### src/rtl/gray_cnt_pkg.sv
// Shared helpers for the async FIFO Gray-code pointers.
// Width helpers plus bin<->Gray conversion functions.
package gray_cnt_pkg;

  localparam int GC_MAX_W = 32;

  function automatic int cnt_w(input int n);
    return n + 1;
  endfunction

  function automatic logic [GC_MAX_W-1:0] bin2gray(
    input logic [GC_MAX_W-1:0] value
  );
    return value ^ (value >> 1);
  endfunction

  function automatic logic [GC_MAX_W-1:0] gray2bin(
    input logic [GC_MAX_W-1:0] value
  );
    logic [GC_MAX_W-1:0] b;
    b[GC_MAX_W-1] = value[GC_MAX_W-1];
    for (int i = GC_MAX_W - 2; i >= 0; i--) begin
      b[i] = b[i+1] ^ value[i];
    end
    return b;
  endfunction

endpackage

### src/rtl/gray_enc.sv
// Combinational binary to Gray-code encoder.
// Used to form the next registered Gray pointer.
module gray_enc
  import gray_cnt_pkg::*;
#(
  parameter int W = cnt_w(10)
) (
  input  logic [W-1:0] bin,
  output logic [W-1:0] gray
);

  assign gray = bin ^ {1'b0, bin[W-1:1]};

endmodule

### src/rtl/gray_counter.sv
// Registered (N+1)-bit Gray counter for async FIFO pointers.
// Define GRAY_CNT_BIN_OUT_EN to expose the binary count as bin_out.
module gray_counter
  import gray_cnt_pkg::*;
#(
  parameter int N         = 10,
  parameter int first_bit = 0
) (
  input  logic       clk,
  input  logic       rstp,
  input  logic       en,
  output logic [N:0] out
`ifdef GRAY_CNT_BIN_OUT_EN
  ,
  output logic [N:0] bin_out
`endif
);

  localparam int W = cnt_w(N);

  // Truncation gives first_bit mod 2^W.
  localparam logic [W-1:0] RST_BIN  = W'(first_bit);
  localparam logic [W-1:0] RST_GRAY =
    RST_BIN ^ {1'b0, RST_BIN[W-1:1]};

  logic [W-1:0] bin;
  logic [W-1:0] bin_nxt;
  logic [W-1:0] gray_nxt;

  assign bin_nxt = bin + W'(1);

  gray_enc #(
    .W (W)
  ) u_enc (
    .bin  (bin_nxt),
    .gray (gray_nxt)
  );

  always_ff @(posedge clk) begin
    if (!rstp) begin
      bin <= RST_BIN;
      out <= RST_GRAY;
    end else if (en) begin
      bin <= bin_nxt;
      out <= gray_nxt;
    end
  end

`ifdef GRAY_CNT_BIN_OUT_EN
  assign bin_out = bin;
`endif

endmodule

### config.mk
export PLATFORM = sky130hd
export DESIGN_NAME = gray_counter
export DESIGN_NICKNAME = d
export VERILOG_FILES = /design/src/rtl/gray_cnt_pkg.sv /design/src/rtl/gray_enc.sv /design/src/rtl/gray_counter.sv
export SDC_FILE = /design/constraint.sdc
export NUM_CORES = 1
export LEC_CHECK = 0
export ABC_AREA = 0
export CAP_MARGIN = 20
export CORE_ASPECT_RATIO = 1.5
export CORE_MARGIN = 2
export CORE_UTILIZATION = 45
export DETAILED_ROUTE_END_ITERATION = 16
export HOLD_SLACK_MARGIN = 0.03
export PLACE_DENSITY = 0.65
export SETUP_SLACK_MARGIN = 0.3
export SLEW_MARGIN = 5
export SYNTH_ARGS = -nofsm -noshare
export SYNTH_HDL_FRONTEND = slang
export SYNTH_SLANG_ARGS = --single-unit
export TNS_END_PERCENT = 100
### constraint.sdc
create_clock -name clk -period 2.3 [get_ports clk]
set_clock_uncertainty 0.1 [all_clocks]
set_input_delay 0.46 -clock clk [delete_from_list [all_inputs] [get_ports clk]]
set_output_delay 0.46 -clock clk [all_outputs]
set_load 0.02 [all_outputs]
Word level (Yosys, flattened, before mapping)
Index checks and enable logic that the tools add are counted.
{"block": "totals", "output_inout_bits": 11, "elab_cells": 4, "regBits": 22, "inputBits": 3}
{"block": "op_classes", "add_sub_neg": 1, "n_bitwise": 1}
{"cell": "$add A11 B1 Y11 const B", "count": 1}
{"cell": "$xor A11 B10 Y11", "count": 1}

Depth between registers and ports, before layout
{"block": "logic_depth", "ltp_word": 2, "depth_mapped": 6, "depth_no_buf": 5}

Cells and area by module
From an unflattened synthesis, not the netlist that was laid out.
{"block": "unflattened", "hier_cells": 123, "hier_area_um2": 1114.8}
{"mod": "gray_counter", "cells_each": 112, "n_inst": 1, "area_each_um2": 1019.7, "seq_area_each_um2": 440.4}
{"mod": "gray_enc", "cells_each": 11, "n_inst": 1, "area_each_um2": 95.1, "seq_area_each_um2": 0.0}

Worst setup path before layout
Ideal clock, no wire load.
{"block": "synth_path", "path_kind": "register to register", "startpoint": "register bin[1]", "endpoint": "register out[9]", "path_stages_with_launch": 7, "period_less_slack_ns": 1.934, "setup_slack_ns": 0.366, "setup_time_ns": 0.074, "path_buffers": 1, "arrival_time_ns": 1.760, "cell_sequence": "dfxtp_1 ha_1 buf_4 nand3_4 or4_4 a211o_1 a31oi_1"}
{"block": "synth_between", "elab_chain_cells": 2}
{"element": "start: declaration", "line_no": "gray_counter.sv:26", "source": "logic [W-1:0] bin;"}
{"element": "start signal: assignment", "line_no": "gray_counter.sv:44", "source": "bin <= bin_nxt;"}
{"element": "$add A11 B1 Y11", "line_no": "gray_counter.sv:30", "source": "assign bin_nxt = bin + W'(1);"}
{"element": "$xor A11 B10 Y11", "line_no": "gray_enc.sv:12", "source": "assign gray = bin ^ {1'b0, bin[W-1:1]};"}
{"element": "end signal: assignment", "line_no": "gray_counter.sv:45", "source": "out <= gray_nxt;"}
{"element": "end: declaration", "line_no": "gray_counter.sv:12", "source": "output logic [N:0] out"}
No other way between the ends.
A chain may end at the register's enable or synchronous reset.

Worst setup path after layout
{"block": "layout_path", "startpoint": "register bin[4]", "endpoint": "register out[7]"}
Same word-level chain as after synthesis.

==> results.ini <==
[worst_hold_path]
holdPathEnd = out[3]
holdPathStages = 2
hp-class = register to register
hp-start = out[3]

[timing]
max_slew_margin = 0.673
hold_ws_ps = 391
max_slew.worst_pin.slew_ps = 490
rsz0062_at_grt = true
drv_slew = 0
tns_ps = 0
finalCriticalPeriod_ps = 1920
setup_viol = 0
setup_slack_ps = 385
max_freq_mhz = 522
hold_viol = 0
min_period_over_period = 0.833

[placement]
dp_hpwl_um = 1690
dpl_cell_area_sq_um = 1340
port_buffers = 13
dp_cells = 180
post-place-ws_ps = 317
place_congestion = 0.874

[clock_network]
cts.sinks = 21
cts_inserted_buffers = 3
cts_root_buffer = clkbuf_4
clk_pin_slew_worst_paths_ps = 110
cts_buffer_depth = 2
cts_tree = yes
insertion_delay_ps = 300
htree_levels = 1

[logic_synthesis]
yosysWarnings = 0
synth_edf_count = 0
synth_area_sq_um = 1200
synthDistinctLibCells = 42
synth_top_area_share = 0.350
synth_area_leaders = dfxtp_1 (35%), xnor2_1 (8.0%), nor2_1 (4.7%), o21ai_0 (4.2%), a211o_1 (2.9%)
syn_avg_cell_area_sq_um = 8.63
postSynthCellCount = 139
synth_seq_area_share = 0.350
synthArstFlopShare = 0
synth_seq_cells = 21
syn_nets = 143
synth_ff_type = dfxtp_1
synth_top_area_cell = dfxtp_1

[detailed_routing]
drtAntennaViolNets = 0
routed_wl_um = 2380
drt-pass1-iter-count = 4
wl_per_cell_um = 12.9
routed_via_density = 5.54
first_iter_violations = 28
vias = 1019
drc = 0

[setup_path]
cp_data_arrival_time_ps = 2060
reg2reg_depth = 4
ff2ff_setup_slack_ps = 380
r2r_end = out[7]
path_max_fanout = 10
cp.required_ps = 2440
startpoint_type = register
worst_setup_path_end_kind = register
path_class = register to register
r2r-start = bin[4]

[final_layout]
mostFrequentLayoutCells = dfxtp_1 (20), nor2_1 (15), clkdlybuf4s50_1 (13), xnor2_1 (11), o21ai_0 (10)
final_common_cell = dfxtp_1
antenna_cells = 0
finalNonFillerCells = 184
fillers = 237
seqCellArea_sq_um = 424
nNetsFinal = 153
multiInputGateArea_sq_um = 712
utilization = 0.549
layout-drive-gt1-share = 0.0946
syn_to_final_growth_pct = 14.6
final_area_sq_um = 1380

[global_routing]
grt_overflow_total = 0
grt_start_max_net_pins = 22
grt_pass1_vias = 894
grt_pass1_wl_um = 3880
antenna_found_initial = 0
grt_usage = 0.170

[die]
ioPinCount = 14
die-area_sq_um = 3100
die_h_um = 67.2
start_util = 0.479
num_rows = 22
fp.dieW_um = 46.2
coreArea_sq_um = 2500

[power_and_ir_drop]
peakVddDrop_mv = 0.357
p_per_area_nw_per_um2 = 483
p_leak_nw = 0.435
power_mw = 0.664

[outcome]
status = finished clean

[run]
drv_cap = 0

[how the worst max path moves through the flow]
stage | from | endpoint | slack, ps | cells after the start
2_1_floorplan | bin[1] | out[9] | 370 | 6
3_3_place_gp | bin[1] | out[9] | 370 | 5
3_5_place_dp | bin[1] | out[9] | 320 | 5
4_1_cts | out[10] | out[10] | 370 | 1
5_1_grt | bin[2] | out[4] | 290 | 4
6_report | bin[4] | out[7] | 380 | 4
[synth_stat cells, types with 2 or more instances]
| library cell | count |
|---|---|
| dfxtp_1 | 21 |
| nor2_1 | 15 |
| xnor2_1 | 11 |
| o21ai_0 | 10 |
| a31oi_1 | 5 |
| nor3_1 | 5 |
| a211o_1 | 4 |
| buf_4 | 4 |
| inv_1 | 4 |
| nand4_1 | 4 |
| o211ai_1 | 4 |
| or3_1 | 4 |
| xor2_1 | 4 |
| a21oi_1 | 3 |
| buf_2 | 3 |
| mux2i_1 | 3 |
| nand2_1 | 3 |
| nor4_1 | 3 |
| a21boi_0 | 2 |
| buf_1 | 2 |
| nand3_1 | 2 |
| nor2b_1 | 2 |
| o31a_1 | 2 |
[kinds of logic after synthesis]
kind of cell               after synthesis  synth area share
buffers and inverters                   15            0.0636
AOI/OAI and AO/OA                       38             0.219
xor gates and xnor gates                15             0.109
muxes                                    3            0.0250
and+or+nand+nor                         46             0.222
adders and majority gates                1            0.0104
DFF                                     21             0.350
[sequential cells by signal, indices dropped and copies added (netlist names)]
name / cells
bin: 10
out: 11
[critical path, cell delays in order, from the launching register on]
cell and delay, ps:
dfxtp_1 560, nand3_2 240, o41a_1 440, or3b_1 360, a31oi_1 160
[cell type report]
class,count,share of cell area
repair buffers,16,0.111
inverters,4,0.0109
multi-input cells,103,0.518
clock buffers,4,0.0191
well taps,36,0.0328
flip-flops and latches,21,0.308
[power by group]
group	internal [mW]	switching [mW]	total (mW)	leakage, nW
sequential	0.377	0.00999	0.387	0.172
combinational	0.0464	0.0537	0.100	0.249
clock	0.0677	0.109	0.177	0.0150
[routing by layer]
metal,vias up,GRT usage,part of all wire
li1,529,-,-
met1,463,0.207,0.46
met2,21,0.281,0.48
met3,6,0.0267,0.033
met4,0,0.0821,0.019
met5,-,0,0
[repair_timing]
action                     4_1_cts  5_1_grt
setup endpoints to repair        1        2
resized for setup                1        3
hold buffers                     0        0
setup buffers                    0        0
pin swaps                        0        0
Note: power is estimated with default switching activity, not from simulation.
